--- src/rtl/vga_sync_decoder.sv ---
`default_nettype none
// ============================================================================
//  Module   : vga_sync_decoder
//  Purpose  : Recovers pixel/line position from VGA hsync_n/vsync_n, measures
//             line and frame periods, and locks onto a known timing.
//  Revision : 1.0 - initial release
// ============================================================================
module vga_sync_decoder #(
    parameter int H_SYNC_PULSE   = 96,
    parameter int H_BACK_PORCH   = 48,
    parameter int H_VISIBLE_AREA = 640,
    parameter int H_TOTAL_EXP    = 800,
    parameter int V_SYNC_PULSE   = 2,
    parameter int V_BACK_PORCH   = 33,
    parameter int V_VISIBLE_AREA = 480,
    parameter int V_TOTAL_EXP    = 525,
    parameter int LOCK_FRAMES    = 2
) (
    input  logic        clk,
    input  logic        reset,
    input  logic        hsync_n,
    input  logic        vsync_n,
    output logic [10:0] x,
    output logic [10:0] y,
    output logic        de,
    output logic [10:0] line_len,
    output logic [10:0] frame_lines,
    output logic        frame_start,
    output logic        locked,
    output logic        err
);

    localparam logic [10:0] c_CNT_MAX = 11'h7FF;
    localparam logic [10:0] c_H_START = 11'(H_SYNC_PULSE + H_BACK_PORCH);
    localparam logic [10:0] c_H_END   = 11'(H_SYNC_PULSE + H_BACK_PORCH + H_VISIBLE_AREA);
    localparam logic [10:0] c_V_START = 11'(V_SYNC_PULSE + V_BACK_PORCH);
    localparam logic [10:0] c_V_END   = 11'(V_SYNC_PULSE + V_BACK_PORCH + V_VISIBLE_AREA);
    localparam logic [10:0] c_H_TOTAL = 11'(H_TOTAL_EXP);
    localparam logic [10:0] c_V_TOTAL = 11'(V_TOTAL_EXP);
    localparam int          c_GW      = (LOCK_FRAMES < 1) ? 1 : $clog2(LOCK_FRAMES + 1);
    localparam logic [c_GW-1:0] c_LOCK_CNT = c_GW'(LOCK_FRAMES);
    localparam logic [c_GW-1:0] c_G_ONE    = c_GW'(1);

    typedef enum logic [1:0] {
        ST_SEARCH  = 2'd0,
        ST_ACQUIRE = 2'd1,
        ST_LOCKED  = 2'd2
    } state_t;

    logic            hs_q, hs_d, vs_q, vs_d;
    logic [10:0]     h_cnt_q, h_cnt_d, v_cnt_q, v_cnt_d;
    logic [10:0]     line_len_q, line_len_d, frame_lines_q, frame_lines_d;
    logic            vpend_q, vpend_d;
    logic [c_GW-1:0] gcnt_q, gcnt_d;
    state_t          state_q, state_d;
    logic            frame_bad_q, frame_bad_d;
    logic            frame_start_q, frame_start_d;
    logic            err_q, err_d;

    logic        w_h_fall, w_v_fall, w_h_sat, w_frame_evt;
    logic        w_line_bad, w_frame_good;
    logic [10:0] w_line_meas, w_frame_meas;

    // Edge detection uses the registered copy against the live input, so the
    // reset value of 1 makes a low hsync right after reset count as an edge.
    assign w_h_fall     = hs_q & ~hsync_n;
    assign w_v_fall     = vs_q & ~vsync_n;
    // The single cycle in which h_cnt advances onto its saturation value.
    assign w_h_sat      = ~w_h_fall & (h_cnt_q == (c_CNT_MAX - 11'd1));
    assign w_line_meas  = (h_cnt_q == c_CNT_MAX) ? c_CNT_MAX : h_cnt_q + 11'd1;
    assign w_frame_meas = (v_cnt_q == c_CNT_MAX) ? c_CNT_MAX : v_cnt_q + 11'd1;
    // A vsync edge coincident with the hsync edge counts as already pending.
    assign w_frame_evt  = w_h_fall & (vpend_q | w_v_fall);
    assign w_line_bad   = (w_h_fall & (w_line_meas != c_H_TOTAL)) | w_h_sat;
    assign w_frame_good = (w_frame_meas == c_V_TOTAL) & ~frame_bad_q & ~w_line_bad;

    // Line/frame counters, period capture and pending-vsync bookkeeping.
    always_comb begin
        hs_d          = hsync_n;
        vs_d          = vsync_n;
        h_cnt_d       = h_cnt_q;
        line_len_d    = line_len_q;
        v_cnt_d       = v_cnt_q;
        frame_lines_d = frame_lines_q;
        vpend_d       = vpend_q;
        frame_start_d = 1'b0;

        if (w_h_fall) begin
            h_cnt_d    = '0;
            line_len_d = w_line_meas;
        end else if (h_cnt_q != c_CNT_MAX) begin
            h_cnt_d = h_cnt_q + 11'd1;
        end

        if (w_h_sat) begin
            vpend_d = 1'b0;
        end else if (w_frame_evt) begin
            v_cnt_d       = '0;
            frame_lines_d = w_frame_meas;
            vpend_d       = 1'b0;
            frame_start_d = 1'b1;
        end else begin
            if (w_h_fall && (v_cnt_q != c_CNT_MAX)) begin
                v_cnt_d = v_cnt_q + 11'd1;
            end
            if (w_v_fall) begin
                vpend_d = 1'b1;
            end
        end
    end

    // Lock FSM: faults outrank frame boundaries; loss of hsync outranks all.
    always_comb begin
        state_d     = state_q;
        gcnt_d      = gcnt_q;
        err_d       = 1'b0;
        frame_bad_d = frame_bad_q;

        if (w_frame_evt) begin
            frame_bad_d = 1'b0;
        end else if (w_line_bad) begin
            frame_bad_d = 1'b1;
        end

        if (w_h_sat) begin
            err_d   = (state_q == ST_LOCKED);
            state_d = ST_SEARCH;
            gcnt_d  = '0;
        end else begin
            case (state_q)
                ST_SEARCH: begin
                    // The partial frame seen before the first boundary is not judged.
                    if (w_frame_evt) begin
                        state_d = ST_ACQUIRE;
                        gcnt_d  = '0;
                    end
                end
                ST_ACQUIRE: begin
                    if (w_frame_evt) begin
                        if (w_frame_good) begin
                            gcnt_d = gcnt_q + c_G_ONE;
                            if ((gcnt_q + c_G_ONE) == c_LOCK_CNT) begin
                                state_d = ST_LOCKED;
                            end
                        end else begin
                            gcnt_d = '0;
                        end
                    end else if (w_line_bad) begin
                        gcnt_d = '0;
                    end
                end
                ST_LOCKED: begin
                    if (w_line_bad || (w_frame_evt && !w_frame_good)) begin
                        err_d   = 1'b1;
                        state_d = ST_ACQUIRE;
                        gcnt_d  = '0;
                    end
                end
                default: begin
                    state_d = ST_SEARCH;
                    gcnt_d  = '0;
                end
            endcase
        end
    end

    // All state registers; reset has precedence over every other event.
    always_ff @(posedge clk) begin
        if (reset) begin
            hs_q          <= 1'b1;
            vs_q          <= 1'b1;
            h_cnt_q       <= '0;
            v_cnt_q       <= '0;
            line_len_q    <= '0;
            frame_lines_q <= '0;
            vpend_q       <= 1'b0;
            gcnt_q        <= '0;
            state_q       <= ST_SEARCH;
            frame_bad_q   <= 1'b0;
            frame_start_q <= 1'b0;
            err_q         <= 1'b0;
        end else begin
            hs_q          <= hs_d;
            vs_q          <= vs_d;
            h_cnt_q       <= h_cnt_d;
            v_cnt_q       <= v_cnt_d;
            line_len_q    <= line_len_d;
            frame_lines_q <= frame_lines_d;
            vpend_q       <= vpend_d;
            gcnt_q        <= gcnt_d;
            state_q       <= state_d;
            frame_bad_q   <= frame_bad_d;
            frame_start_q <= frame_start_d;
            err_q         <= err_d;
        end
    end

    assign x           = h_cnt_q - c_H_START;
    assign y           = v_cnt_q - c_V_START;
    assign locked      = (state_q == ST_LOCKED);
    assign de          = locked
                       & (h_cnt_q >= c_H_START) & (h_cnt_q < c_H_END)
                       & (v_cnt_q >= c_V_START) & (v_cnt_q < c_V_END);
    assign line_len    = line_len_q;
    assign frame_lines = frame_lines_q;
    assign frame_start = frame_start_q;
    assign err         = err_q;

endmodule
`default_nettype wire

--- config.mk ---
export PLATFORM = sky130hd
export DESIGN_NAME = vga_sync_decoder
export DESIGN_NICKNAME = d
export VERILOG_FILES = /design/src/rtl/vga_sync_decoder.sv
export SDC_FILE = /design/constraint.sdc
export NUM_CORES = 1
export LEC_CHECK = 0
export ABC_AREA = 1
export BUFFER_PORTS_ARGS = -buffer_cell sky130_fd_sc_hd__buf_4
export CORE_AREA = 10 10 93 95
export CTS_CLUSTER_DIAMETER = 50
export CTS_CLUSTER_SIZE = 40
export DETAILED_ROUTE_END_ITERATION = 10
export DIE_AREA = 0 0 103 105
export MAX_ROUTING_LAYER = met4
export PLACE_DENSITY = 0.65
export REMOVE_ABC_BUFFERS = 1
export SLEW_MARGIN = 10
export SYNTH_ARGS = -nofsm -noshare
export SYNTH_HDL_FRONTEND = slang
export SYNTH_SLANG_ARGS = --single-unit
--- constraint.sdc ---
create_clock -name clk -period 4.7 [get_ports clk]
set_input_delay 0 -clock clk [delete_from_list [all_inputs] [get_ports clk]]
set_output_delay 0 -clock clk [all_outputs]
set_load 0.005 [all_outputs]
# [Word-level counts from Yosys, hierarchy flattened]
# Index checks and enable logic that the tools add are counted.
[word_totals] register_bits=54 latchBits=0 mem_bits_rw=0 rom_bits=0 output_inout_bits=48 elab_cells=90 n_memories=0
[classes] add_sub_neg=5 n_mul=0 n_div=0 magnitude_cmp=4 eq_ne=16 shift=0 n_mux=20 bitwise_logic=19 n_reduce_logical=14
[op_table] op="two-way mux 11 bit" n=4
[op_table] op="== test 11 bit (second input constant)" n=3
[op_table] op="adder 11 x 1 -> 11 bit (second input constant)" n=2
[op_table] op="< comparator 11 x 10 -> 1 bit (second input constant)" n=2
[op_table] op="inequality test 11 bit (second input constant)" n=2
[op_table] op="two-way mux 2 bit" n=10
[op_table] op="case mux 2 bit (3 select lines)" n=2
[op_table] op="AND 1 bit" n=11
[op_table] op="== test 11 x 10 -> 1 bit (second input constant)" n=1
[op_table] op=">= comparator 11 x 6 -> 1 bit (second input constant)" n=1
[op_table] op=">= comparator 11 x 8 -> 1 bit (second input constant)" n=1
[op_table] op="inequality test 11 x 10 -> 1 bit (second input constant)" n=1
[op_table] op="subtractor 11 x 6 -> 11 bit (second input constant)" n=1
[op_table] op="subtractor 11 x 8 -> 11 bit (second input constant)" n=1
[op_table] op="inequality test 2 bit (second input constant)" n=4
[op_table] op="inverter 1 bit" n=6
[op_table] op="OR reduction 2 bit" n=3
[op_table] op="AND reduction 5 bit" n=1
[op_table] op="== test 2 bit (second input constant)" n=2
[op_table] op="two-way mux 1 bit" n=4
[op_table] op="AND reduction 2 bit" n=2
[op_table] op="inequality test 3 bit (second input constant)" n=1
[op_table] op="AND reduction 3 bit" n=1
[op_table] op="OR reduction 3 bit" n=1
[op_table] op="9 further kinds" n=11

# [Depth between registers and ports, before layout]
# Gate-level depths: netlist (run 1).
[depth] ltp_word=13 ltp_mapped=17

# [Worst setup path before layout (run 1)]
# No wires, ideal clock.
[synth_path] path_kind="reg-to-reg" startpoint="reg v_cnt_q[0]" endpoint="reg gcnt_q[0]" setup_time_ns=0.113 arrival_ns=1.737 required_ns=4.587 setup_slack_ns=2.850 path_stages_with_launch=15 synth_period_minus_slack_ns=1.850 path_cell_list="dfxtp_1 > ha_1 > inv_1 > nor2_4 > nand2_2 > nand2_1 > nand2_1 > nor3_4 > nand3_2 > nand2_2 > nand3_2 > nand3_2 > nand2_1 > nand2_1 > nor2_1"
[synth_via] elab_chain_len=10 word_cells_on_any_way=14
[synth_rtl] element="start: declaration" line="51" rtl="logic [10:0] h_cnt_q, h_cnt_d, v_cnt_q, v_cnt_d;"
[synth_rtl] element="start signal: assignment" line="186" rtl="v_cnt_q <= v_cnt_d;"
[synth_rtl] element="adder 11 x 1 -> 11 bit or == test 11 bit (tied branches)" line="71" rtl="assign w_frame_meas = (v_cnt_q == c_CNT_MAX) ? c_CNT_MAX : v_cnt_q + 11'd1;"
[synth_rtl] element="two-way mux 11 bit (*)" line="71"
[synth_rtl] element="== test 11 x 10 -> 1 bit (*)" line="75" rtl="assign w_frame_good = (w_frame_meas == c_V_TOTAL) & ~frame_bad_q & ~w_line_bad;"
[synth_rtl] element="AND 1 bit (*) (2 in a row)" line="75"
[synth_rtl] element="zero test 1 bit" line="153" rtl="if (w_line_bad || (w_frame_evt && !w_frame_good)) begin"
[synth_rtl] element="logical AND 1 bit" line="153"
[synth_rtl] element="logical OR 1 bit" line="153"
[synth_rtl] element="inequality test 2 x 1 -> 1 bit (no source line)"
[synth_rtl] element="AND reduction 3 bit (no source line)"
[synth_rtl] element="end signal: assignment" line="190" rtl="gcnt_q <= gcnt_d;"
[synth_rtl] element="end: declaration" line="54" rtl="logic [c_GW-1:0] gcnt_q, gcnt_d;"
# Mark *: on every way between the ends. The rest lies on a longest branch, timed or not.
# A chain may end at the register's enable or synchronous reset.

# [Worst setup path in the final report (run 1)]
[layout_path] startpoint="reg h_cnt_q[1]" endpoint="reg gcnt_q[0]"
[layout_via] elab_chain_len=12 word_cells_on_any_way=20
[layout_rtl] element="start: declaration" line="51"
[layout_rtl] element="start signal: assignment" line="185" rtl="h_cnt_q <= h_cnt_d;"
[layout_rtl] element="adder 11 x 1 -> 11 bit or == test 11 bit (tied branches)" line="70" rtl="assign w_line_meas = (h_cnt_q == c_CNT_MAX) ? c_CNT_MAX : h_cnt_q + 11'd1;"
[layout_rtl] element="two-way mux 11 bit" line="70"
[layout_rtl] element="inequality test 11 x 10 -> 1 bit" line="74" rtl="assign w_line_bad = (w_h_fall & (w_line_meas != c_H_TOTAL)) | w_h_sat;"
[layout_rtl] element="AND 1 bit" line="74"
[layout_rtl] element="bitwise OR 1 bit" line="74"
[layout_rtl] element="inverter 1 bit" line="75"
[layout_rtl] element="AND 1 bit" line="75"
[layout_rtl] element="zero test 1 bit" line="153"
[layout_rtl] element="logical AND 1 bit" line="153"
[layout_rtl] element="logical OR 1 bit" line="153"
[layout_rtl] element="inequality test 2 x 1 -> 1 bit (no source line)"
[layout_rtl] element="AND reduction 3 bit (no source line)"
# Parallel ways exist; a longest one is shown, timed or not.

==> key figures, run 1 <==
Route
  • Routed via count divided by cell count: 5.112
  • Detail Route Antenna Nets: 0
  • Iteration-0 DRC count of the detailed router: 120
  • Routed via count: 2,868
  • Final Routed Wirelength: 8.005 mm
  • Remaining routing DRC violations: 0
  • Number of detailed-route iterations in the first pass: 4
  • Average wire per standard cell: approximately 14 um

Clock tree
  • Clock Root Buffer: clkbuf_8
  • Clock transition at the registers of the reported paths: 100 ps
  • Number of buffers on the longest clock path: 2
  • TritonCTS clock tree: yes
  • Clock insertion delay at the later pin of the skew report: 310 ps
  • Num CTS Buffers: 5
  • H-Tree Depth: 2
  • Clock sink count: 54

Critical path
  • Worst Path Required: 4950 ps
  • Worst-path maximum fanout: 7
  • Crit Reg-Reg Startpoint: h_cnt_q[1]
  • Worst reg2reg setup slack: 2530 ps
  • Reg-to-reg endpoint: gcnt_q[0]
  • Startpoint class of the critical path: register
  • Depth of the worst register-to-register path: 15
  • Crit end category: register
  • Type of the worst setup path: reg2reg
  • Worst Setup EP: gcnt_q[0]
  • Crit path DAT: between 2000 and 2500 ps
  • Critical path launch point: h_cnt_q[1]

Placement
  • Total cell area at the placement stage: about 3400 um^2
  • Count of input and output buffers: 51
  • Detailed placer's ending HPWL: about 6.3 mm
  • Routability congestion estimate from global placement: 0.9387

Power and ir drop
  • Sw Ratio: 26.23%
  • Sequential power share: about 53%
  • Clock group share of total power: approximately a third
  • Internal power of the cells: approximately 0.0007 W
  • Leakage power summed over all cells: 1.617 nW
  • Power dissipated by switching net loads: about 0.00024 W
  • Post-layout power: 0.0009221 W
  • Part of the power in combinational logic: approximately an eighth
  • VDD IR max: approximately 0.19 mV
  • PwrDens: 259.4 nW/um^2

Synthesis
  • Unique masters post-synth: 36
  • Share of synthesized flip-flops with an asynchronous set or reset: 0%
  • Fraction of synthesized cell area taken by the top area cell type: ~36%
  • Most used DFF post-synth: dfxtp_1
  • Syn. warnings: 0
  • Post-synthesis cell count: 431
  • Most used standard cells in the synthesized netlist: 96 x nand2_1, 57 x nor2_1, 54 x dfxtp_1, 54 x inv_1, 32 x o21ai_0
  • Most frequently used cell type in the post-synthesis netlist: nand2_1
  • Mapped cell area: 3008 um^2
  • Seq/Total Area, Yosys: a little over a third
  • Post-synthesis cell type with the largest combined area: dfxtp_1
  • Avg Cell Area, Syn: 6.979 um^2
  • Number of enable flip-flop cells after synthesis: 0
  • Leading post-synthesis cells by cell area: dfxtp_1 36%, nand2_1 12%, nor2_1 7.1%, inv_1 6.7%, o21ai_0 5.3%
  • Count of state elements after synthesis: 54

Timing
  • Slew of the pin with the lowest slew margin: 838.3 ps
  • Final Cycle Share: a little under half
  • Final hold violation count: 0
  • Clock skew after layout: 5.395 ps
  • Final total negative setup slack: 0 ps
  • Count of final max-slew check failures: 0
  • Unrepaired setup endpoints after global routing: no
  • Number of setup violations in the final report: 0
  • Shortest clock period the worst path allows after layout: 2169 ps
  • Tightest slew margin relative to the limit: 43.91%
  • Achievable frequency: 461.1 MHz

Final layout
  • Number of antenna diodes: 0
  • Nets: between 400 and 500
  • Layout cell share with drive strength beyond 1: 19.33%
  • Area grow syn2layout: 18.18%
  • Post-route standard cell area excluding fillers: 3555 um^2
  • Final standard cell utilization of the core: 52.61%

Floorplan
  • Core area: 6756 um^2
  • Num rows: 30
  • Starting utilization of the core area: 44.52%
  • Horizontal extent of the die: 103 um
  • Die outline area: 10,820 um^2
  • Number of top-level pins: 52
  • Die outline height: 105 um

Global route
  • Global-route wire length before repair: 13.64 mm
  • Antenna violations before repair: 0
  • Total GRT Usage: between 10% and 20%
  • Via count of the first global-routing pass: 2,858
  • Pin count of the biggest net entering global routing: 19
  • Grt ovf: 0

Min path
  • Classification of the worst-slack hold path: in2reg

Run
  • Count of max-cap constraint violations: 0

Run status
  • Status: finished clean
[timing repair]
| action | in CTS | in global routing |
|---|---|---|
| hold buffers | 3 | 0 |
| buffers inserted | 0 | 0 |
| resized for setup | 0 | 0 |
| hold endpoints to repair | 6 | 0 |
[cells by family (layout without fill, tap and decap cells)]
logic type               Yosys count  in the layout  synth area share, %
buffers and inverters             69            119                9.650
adder cells (fa/ha/maj)            7              7                2.912
XOR/XNOR                          13             13                4.284
AND/OR/NAND/NOR                  222            222                34.28
flip-flops                        54             54                35.94
AO/OA/AOI/OAI                     66             66                12.94
[power by group through the flow]
stage	Sequential [W]	Combinational (W)	Clock, W
2_1_floorplan	0.000497	0.0000672	0
3_3_place_gp	0.000498	0.000111	0
3_5_place_dp	0.000499	0.000111	0
4_1_cts	0.000489	0.000114	0.000325
5_1_grt	0.000492	0.000129	0.000347
6_report	0.000489	0.000113	0.000321
[worst max-delay path, stage by stage, from the launching register on]
cell	delay (ps)
dfxtp_1	480
ha_1	300
nand3_2	150
nor2_4	160
o21ai_2	60
nand2_1	70
nand2_1	60
nor2_2	130
nand3_2	100
nand2_2	100
nand2_2	60
nor2_1	100
nand2_1	90
nor2_1	90
nor2_1	50
nor2_1	100
[routing by layer]
metal | up-vias | part of all wire [%] | wire length (um) | track usage, %
met4 | 0 | 1.2 | 93 | 3.380
met3 | 11 | 5.3 | 428 | 3.887
li1 | 1485 | - | - | -
met5 | - | 0 | 0 | -
met1 | 1309 | 45 | 3607 | 19.08
met2 | 63 | 48 | 3875 | 25.11
[registers in the layout (all words and copies together) (netlist names)]
signal       flops
frame_lines     11
h_cnt_q         11
line_len        11
v_cnt_q         11
gcnt_q           2
state_q          2
err              1
frame_bad_q      1
frame_start      1
hs_q             1
vpend_q          1
vs_q             1
[cell usage in the layout, fill, tap and decap left out, types with 7 or more instances in the layout]
cell,instances
nor2_1,57
ha_1,7
inv_1,54
a31oi_1,7
buf_4,51
a21oi_1,9
dfxtp_1,54
o21ai_0,32
nand3_1,26
xor2_1,11
nand2_2,9
nand2_1,96
nand3_2,9
[worst min-delay path by stage]
stage,start,endpoint,slack (ps),depth (start not counted)
after floorplan,reset,v_cnt_q[1],70,1
after global placement,vsync_n,vs_q,190,3
after detailed placement,vsync_n,vs_q,200,3
after CTS,hsync_n,hs_q,440,4
after global routing,vsync_n,vs_q,470,4
final,hsync_n,hs_q,440,4
[metrics by stage]
| step | instances | hold WS (ps) | setup WS (ps) |
|---|---|---|---|
| after global routing | 561 | 469.2 | 2266 |
| after global placement | 550 | 189.7 | 2584 |
| final | 561 | 436.9 | 2531 |
| after floorplan | 419 | 69.07 | 2822 |
| after CTS | 561 | 437.2 | 2526 |
| after detailed placement | 550 | 195.5 | 2551 |
[layout make-up]
class                   count  area (um^2)
inverters                  57        214.0
clock buffers               6        72.57
clock inverters             2        37.54
repair buffers             54        412.9
flip-flops and latches     54         1081
well taps                  80        100.1
fillers                   677         3202
multi-input cells         308         1637
No activity file was read; power rests on OpenSTA's default activity.
==> inputs of run 2 (changes only) <==
- PLACE_DENSITY: 0.65 -> 0.68
- clock period: 4.7 -> 1.8 ns (I/O delays scaled with it)
==> run 2 against run 1 <==
Against the previous run: the flow now finishes with violations (setup timing); count of clock-buffer cells in the layout is the same; critical path depth shrank 2; via count grew 12%; non-clock buffer count grew 67; highest routed layer unchanged; first-iteration DRC count grew 25%; die area is the same; worst setup slack lost 2700 ps; final area grew 21%; clock skew grew 2.5 ps.
==> key figures, run 2 (synthesis results as in run 1) <==
Final layout
  • Most frequent standard cell in the layout excluding fill and tap cells: buf_4
  • Area grow syn2layout: 42.85%
  • Layout cell share with drive strength beyond 1: 38.69%
  • Nets: 558
  • Number of antenna diodes: 0
  • Area of combinational cells with multiple inputs: about 1800 um^2
  • Reg area: 1102 um^2
  • Post-route standard cell area excluding fillers: between 4000 and 5000 um^2
  • Filler Cells Inserted: 600
  • Final standard cell utilization of the core: 63.59%
  • Commonest cells after routing, fill and taps aside: 114 x buf_4, 79 x nand2_1, 51 x inv_1, 48 x nor2_1, 43 x dfxtp_1

Global route
  • Antenna violations before repair: 0
  • Grt ovf: 0
  • Via count of the first global-routing pass: 3,119
  • Pin count of the biggest net entering global routing: 17
  • Total GRT Usage: around 17%
  • Global-route wire length before repair: 14.64 mm

Timing
  • Clock skew after layout: 7.888 ps
  • Worst hold slack: ~420 ps
  • Achievable frequency: 519.2 MHz
  • Number of setup violations in the final report: 6
  • Unrepaired setup endpoints after global routing: yes
  • Slew of the pin with the lowest slew margin: 533.4 ps
  • Tightest slew margin relative to the limit: between 60% and 70%
  • Shortest clock period the worst path allows after layout: 1926 ps
  • Final hold violation count: 0
  • Count of final max-slew check failures: 0
  • Final Cycle Share: 107.0%
  • Min setup slack post-route: -125.9 ps

Floorplan
  • Die outline height: 105 um
  • Starting utilization of the core area: 44.52%
  • Horizontal extent of the die: 103 um
  • Number of top-level pins: 52
  • Core area: 6756 um^2
  • Die outline area: 10,820 um^2
  • Num rows: 30

Route
  • Total length of routed met2 wires: ~4.7 mm
  • Top layer used by detailed routing: met4
  • Number of detailed-route iterations in the first pass: 4
  • Average wire per standard cell: between 10 and 15 um
  • Remaining routing DRC violations: 0
  • Iteration-0 DRC count of the detailed router: 150
  • Final Routed Wirelength: 9.044 mm
  • Metal3 WL: ~510 um
  • Met1 layer wirelength in the final routing: 3.689 mm
  • Detail Route Antenna Nets: 0
  • Routed via count divided by cell count: 5.137
  • Routed via count: 3,226

Critical path
  • Crit end category: register
  • Type of the worst setup path: reg2reg
  • Crit path DAT: between 2000 and 2500 ps
  • Depth of the worst register-to-register path: 13
  • Worst Path Required: 2020 ps
  • Startpoint class of the critical path: register
  • Crit Reg-Reg Startpoint: h_cnt_q[0]
  • Worst-path maximum fanout: 5
  • Worst reg2reg setup slack: -130 ps
  • Reg-to-reg endpoint: gcnt_q[1]

Min path
  • Worst min-delay path endpoint: vs_q
  • Worst hold stages: 4
  • Classification of the worst-slack hold path: in2reg
  • Startpoint of the worst hold path: vsync_n

Clock tree
  • Clock insertion delay at the later pin of the skew report: 320 ps
  • TritonCTS clock tree: yes
  • Clock transition at the registers of the reported paths: 100 ps
  • Num CTS Buffers: 5
  • H-Tree Depth: 2
  • Clock Root Buffer: clkbuf_8
  • Clock sink count: 54
  • Number of buffers on the longest clock path: 2

Power and ir drop
  • PwrDens: between 500 and 600 nW/um^2
  • VDD IR max: a little under 0.4 mV
  • Post-layout power: 0.002499 W
  • Leakage power summed over all cells: 1.959 nW

Placement
  • Routability congestion estimate from global placement: about 0.96
  • Total cell area at the placement stage: 3850 um^2
  • Count of input and output buffers: 51
  • Detailed placer's ending HPWL: 6.761 mm
  • Worst slack at placement: -132.4 ps

Run status
  • Status: finished with violations
  • Failing checks: setup timing

Run
  • Count of max-cap constraint violations: 0
## run 2: changes by cell type in the layout (fill, tap and decap cells not counted), sizes merged
cell	previous run	this run
inv	57	56
clkinvlp	1	2
buf	51	118
## run 2: per-layer routing
| layer | global-route usage (%) | vias to the layer above |
|---|---|---|
| li1 | - | 1628 |
| met1 | 18.15 | 1496 |
| met2 | 29.08 | 87 |
| met3 | 3.623 | 15 |
| met4 | 5.865 | 0 |
| met5 | - | - |
## run 2: timing repair
| item | in CTS | in global routing |
|---|---|---|
| hold buffers | 3 | 0 |
| setup endpoints to repair | 15 | 28 |
| pin swaps | 19 | 22 |
| setup buffers | 6 | 3 |
| hold endpoints to repair | 5 | 0 |
| gates resized for setup | 41 | 30 |
## run 2: worst max-delay path, stage by stage, from the launching register on
cell	delay [ps]
dfxtp_4	370
ha_4	180
nand3_4	110
nor2_4	50
a21oi_1	210
nand2_2	80
nor2_2	130
nand3_2	120
a21oi_4	190
nand3_4	130
nand3_4	110
nand2_1	60
nand2_1	50
nor2_1	40
## run 2: final cells by class
class	count	area share, %
Clock buffer	6	1.689
Multi-Input combinational cell	308	42.72
Clock inverter	2	0.8736
Inverter	57	5.067
Timing Repair Buffer	121	21.67
Sequential cell	54	25.66
Tap cell	80	2.330
## run 2: worst max-delay path by stage
stage | startpoint | endpoint | depth (start not counted)
CTS | h_cnt_q[1] | gcnt_q[0] | 14
global placement | h_cnt_q[2] | gcnt_q[1] | 13
detailed placement | h_cnt_q[2] | gcnt_q[0] | 14
floorplan | h_cnt_q[1] | gcnt_q[0] | 14
finish | h_cnt_q[0] | gcnt_q[1] | 13
global route | v_cnt_q[0] | gcnt_q[1] | 13
## run 2: power by group
group / internal [W] / total [W] / leakage (nW) / switching [W]
sequential: 0.00124 / 0.00127 / 0.446 / 0.0000289
clock: 0.000416 / 0.000843 / 0.0514 / 0.000427
combinational: 0.000172 / 0.000388 / 1.46 / 0.000216
## run 2: per-stage QoR
| step | std cells | setup TNS [ps] |
|---|---|---|
| after CTS | 625 | -397.8 |
| after floorplan | 419 | -248.2 |
| after detailed placement | 608 | -559.2 |
| final | 628 | -570.5 |
| after global placement | 608 | -544.5 |
| after global routing | 628 | -2190 |
==> inputs of run 3 (changes only) <==
- BUFFER_PORTS_ARGS: -buffer_cell sky130_fd_sc_hd__buf_4 -> not set
- DONT_BUFFER_PORTS: not set -> 1
- GPL_ROUTABILITY_DRIVEN: not set -> 1
- PLACE_DENSITY: 0.68 -> not set
==> run 3 against run 2 <==
Against the previous run: the flow finishes with violations (hold timing, setup timing); final area is 7.9% lower; register-to-register slack about the same; sequential power hardly changed; global-route usage is 0.16 points lower; die area is the same; count of clock-buffer cells in the layout did not move; combinational power decreased by 18%; wire length is 3.9% lower; clock skew about the same; critical endpoint unchanged; largest cell class unchanged.
==> key figures, run 3 (synthesis results as in run 1) <==
Run status
  • Status: finished with violations
  • Failing checks: hold timing, setup timing

Critical path
  • Crit Reg-Reg Startpoint: v_cnt_q[0]
  • Family with the most delay on the worst path: simple AND/OR/NAND/NOR gates
  • CP bufs+invs: 2
  • Crit end category: register
  • Slowest library cell on the worst path: dfxtp_2
  • Critical path launch point: v_cnt_q[0]
  • Worst Path Required: 2050 ps
  • CP max stage delay: 370 ps
  • Type of the worst setup path: reg2reg
  • Crit path DAT: around 2200 ps
  • Ordered list of cells on the worst path: ha_4, inv_4, nor2_4, nand2_2, o21ai_1, inv_1, nand3_2, nor2_2, nand3_2, nand2_2, nand3_4, nand3_4, nand2_2, nand2_1, nor2_1
  • Startpoint class of the critical path: register
  • Worst-path maximum fanout: 4
  • Worst reg2reg setup slack: -120 ps
  • Most frequent CP cell: nand2_2

Global route
  • Grt ovf: 0
  • Pin count of the biggest net entering global routing: 17
  • Global-route wire length before repair: 14.43 mm
  • Via count of the first global-routing pass: 2,994
  • Antenna violations before repair: 0
  • Total GRT Usage: 16.61%

Timing
  • Clock skew after layout: around 8.1 ps
  • Final hold violation count: 14
  • Worst hold slack: -268.6 ps
  • Final Cycle Share: 106.5%
  • Unrepaired setup endpoints after global routing: yes
  • Slew of the pin with the lowest slew margin: between 500 and 600 ps
  • Min setup slack post-route: -116.8 ps
  • Tightest slew margin relative to the limit: 64.72%
  • Count of final max-slew check failures: 0
  • Number of setup violations in the final report: 5
  • Shortest clock period the worst path allows after layout: 1917 ps
  • Achievable frequency: 521.7 MHz

Floorplan
  • Core area: 6756 um^2
  • Horizontal extent of the die: ~100 um
  • Number of top-level pins: 52
  • Num rows: 30
  • Die outline area: 10,820 um^2
  • Starting utilization of the core area: 44.52%
  • Die outline height: around 110 um

Power and ir drop
  • Post-layout power: 0.002422 W
  • VDD IR max: 0.4944 mV
  • Power dissipated by switching net loads: 0.0006379 W
  • Sw Ratio: between 20% and 30%
  • Internal power of the cells: 0.001785 W
  • Sequential power share: 52.7%
  • Clock group share of total power: 34.1%
  • Part of the power in combinational logic: 13.2%
  • Leakage power summed over all cells: 1.754 nW
  • PwrDens: 612.5 nW/um^2

Route
  • Iteration-0 DRC count of the detailed router: around 130
  • Routed via count: 3,021
  • Number of detailed-route iterations in the first pass: 5
  • Average wire per standard cell: around 15 um
  • Final Routed Wirelength: 8.695 mm
  • Remaining routing DRC violations: 0
  • Routed via count divided by cell count: a little over 5
  • Detail Route Antenna Nets: 0

Clock tree
  • Clock Root Buffer: clkbuf_8
  • Clock transition at the registers of the reported paths: roughly 100 ps
  • Hold buffer count at CTS: 3
  • H-Tree Depth: 2
  • Num CTS Buffers: 5
  • Clock sink count: 54
  • Clock insertion delay at the later pin of the skew report: ~310 ps
  • Number of buffers on the longest clock path: 2
  • TritonCTS clock tree: yes

Min path
  • Startpoint of the worst hold path: reset
  • Classification of the worst-slack hold path: in2reg

Final layout
  • Most frequent standard cell in the layout excluding fill and tap cells: nand2_1
  • Layout cell share with drive strength beyond 1: 31.75%
  • Filler Cells Inserted: 623
  • Nets: between 500 and 600
  • Commonest cells after routing, fill and taps aside: 83 x nand2_1, 70 x buf_4, 52 x inv_1, 51 x nor2_1, 43 x dfxtp_1
  • Number of antenna diodes: 0
  • Area grow syn2layout: 31.49%
  • Final Instance Count excl. Fillers: between 500 and 600

Placement
  • Detailed placer's ending HPWL: 6.884 mm
  • Total placed cells including tap cells: around 570
  • Routability congestion estimate from global placement: roughly 0.96
  • Count of input and output buffers: 0

Run
  • Count of max-cap constraint violations: 0
run 3: changes by cell type in the layout (fill, tap and decap cells not counted), sizes merged:
cell      change
buf          -44
clkinvlp      -1
inv           +1
run 3: repair_timing:
action | in CTS | in global routing
buffers inserted | 2 | 3
setup endpoints to repair | 12 | 17
pin swaps | 15 | 17
gates resized for setup | 35 | 30
hold endpoints to repair | 16 | 12
run 3: per-layer routing:
layer / up-vias / wire, um / share of wire, % / track usage (%)
met2: 71 / 4248 / 49 / 27.55
met3: 14 / 607 / 7.0 / 4.348
met4: 0 / 163 / 1.9 / 4.473
li1: 1535 / - / - / -
met5: - / 0 / 0 / -
met1: 1401 / 3675 / 42 / 19.14
run 3: worst paths after layout:
| path | end | cells past startpoint |
|---|---|---|
| setup / recovery | gcnt_q[1] | 15 |
| hold / removal | v_cnt_q[1] | 1 |
| setup reg to reg | gcnt_q[1] | 15 |
| hold reg to reg | line_len[10] | 2 |
run 3: cell type report:
class	instances	area [um^2]	share of cell area, %
Timing Repair Buffer	77	600.6	15.19
Sequential cell	54	1097	27.74
Tap cell	80	100.1	2.531
Clock inverter	2	37.54	0.9491
Multi-Input combinational cell	308	1831	46.28
Clock buffer	6	72.57	1.835
Inverter	57	216.5	5.473
run 3: power by group through the flow:
stage / Clock (W) / Combinational, W / Sequential (W)
final: 0.000826 / 0.000320 / 0.00128
after CTS: 0.000852 / 0.000302 / 0.00128
after global routing: 0.000898 / 0.000360 / 0.00128
after global placement: 0 / 0.000281 / 0.00130
after floorplan: 0 / 0.000175 / 0.00130
after detailed placement: 0 / 0.000288 / 0.00130
run 3: per-stage QoR:
stage | setup WS (ps) | instance area (um^2) | utilization [%] | setup TNS [ps]
after CTS | -83.15 | 3829 | 56.67 | -218.4
final | -116.8 | 3955 | 58.54 | -338.6
after floorplan | -77.56 | 2932 | - | -248.2
after global routing | -246.5 | 3955 | 58.54 | -2055
after detailed placement | -180.3 | 3550 | 52.54 | -742.4
after global placement | -115.4 | 3550 | 52.54 | -441.8
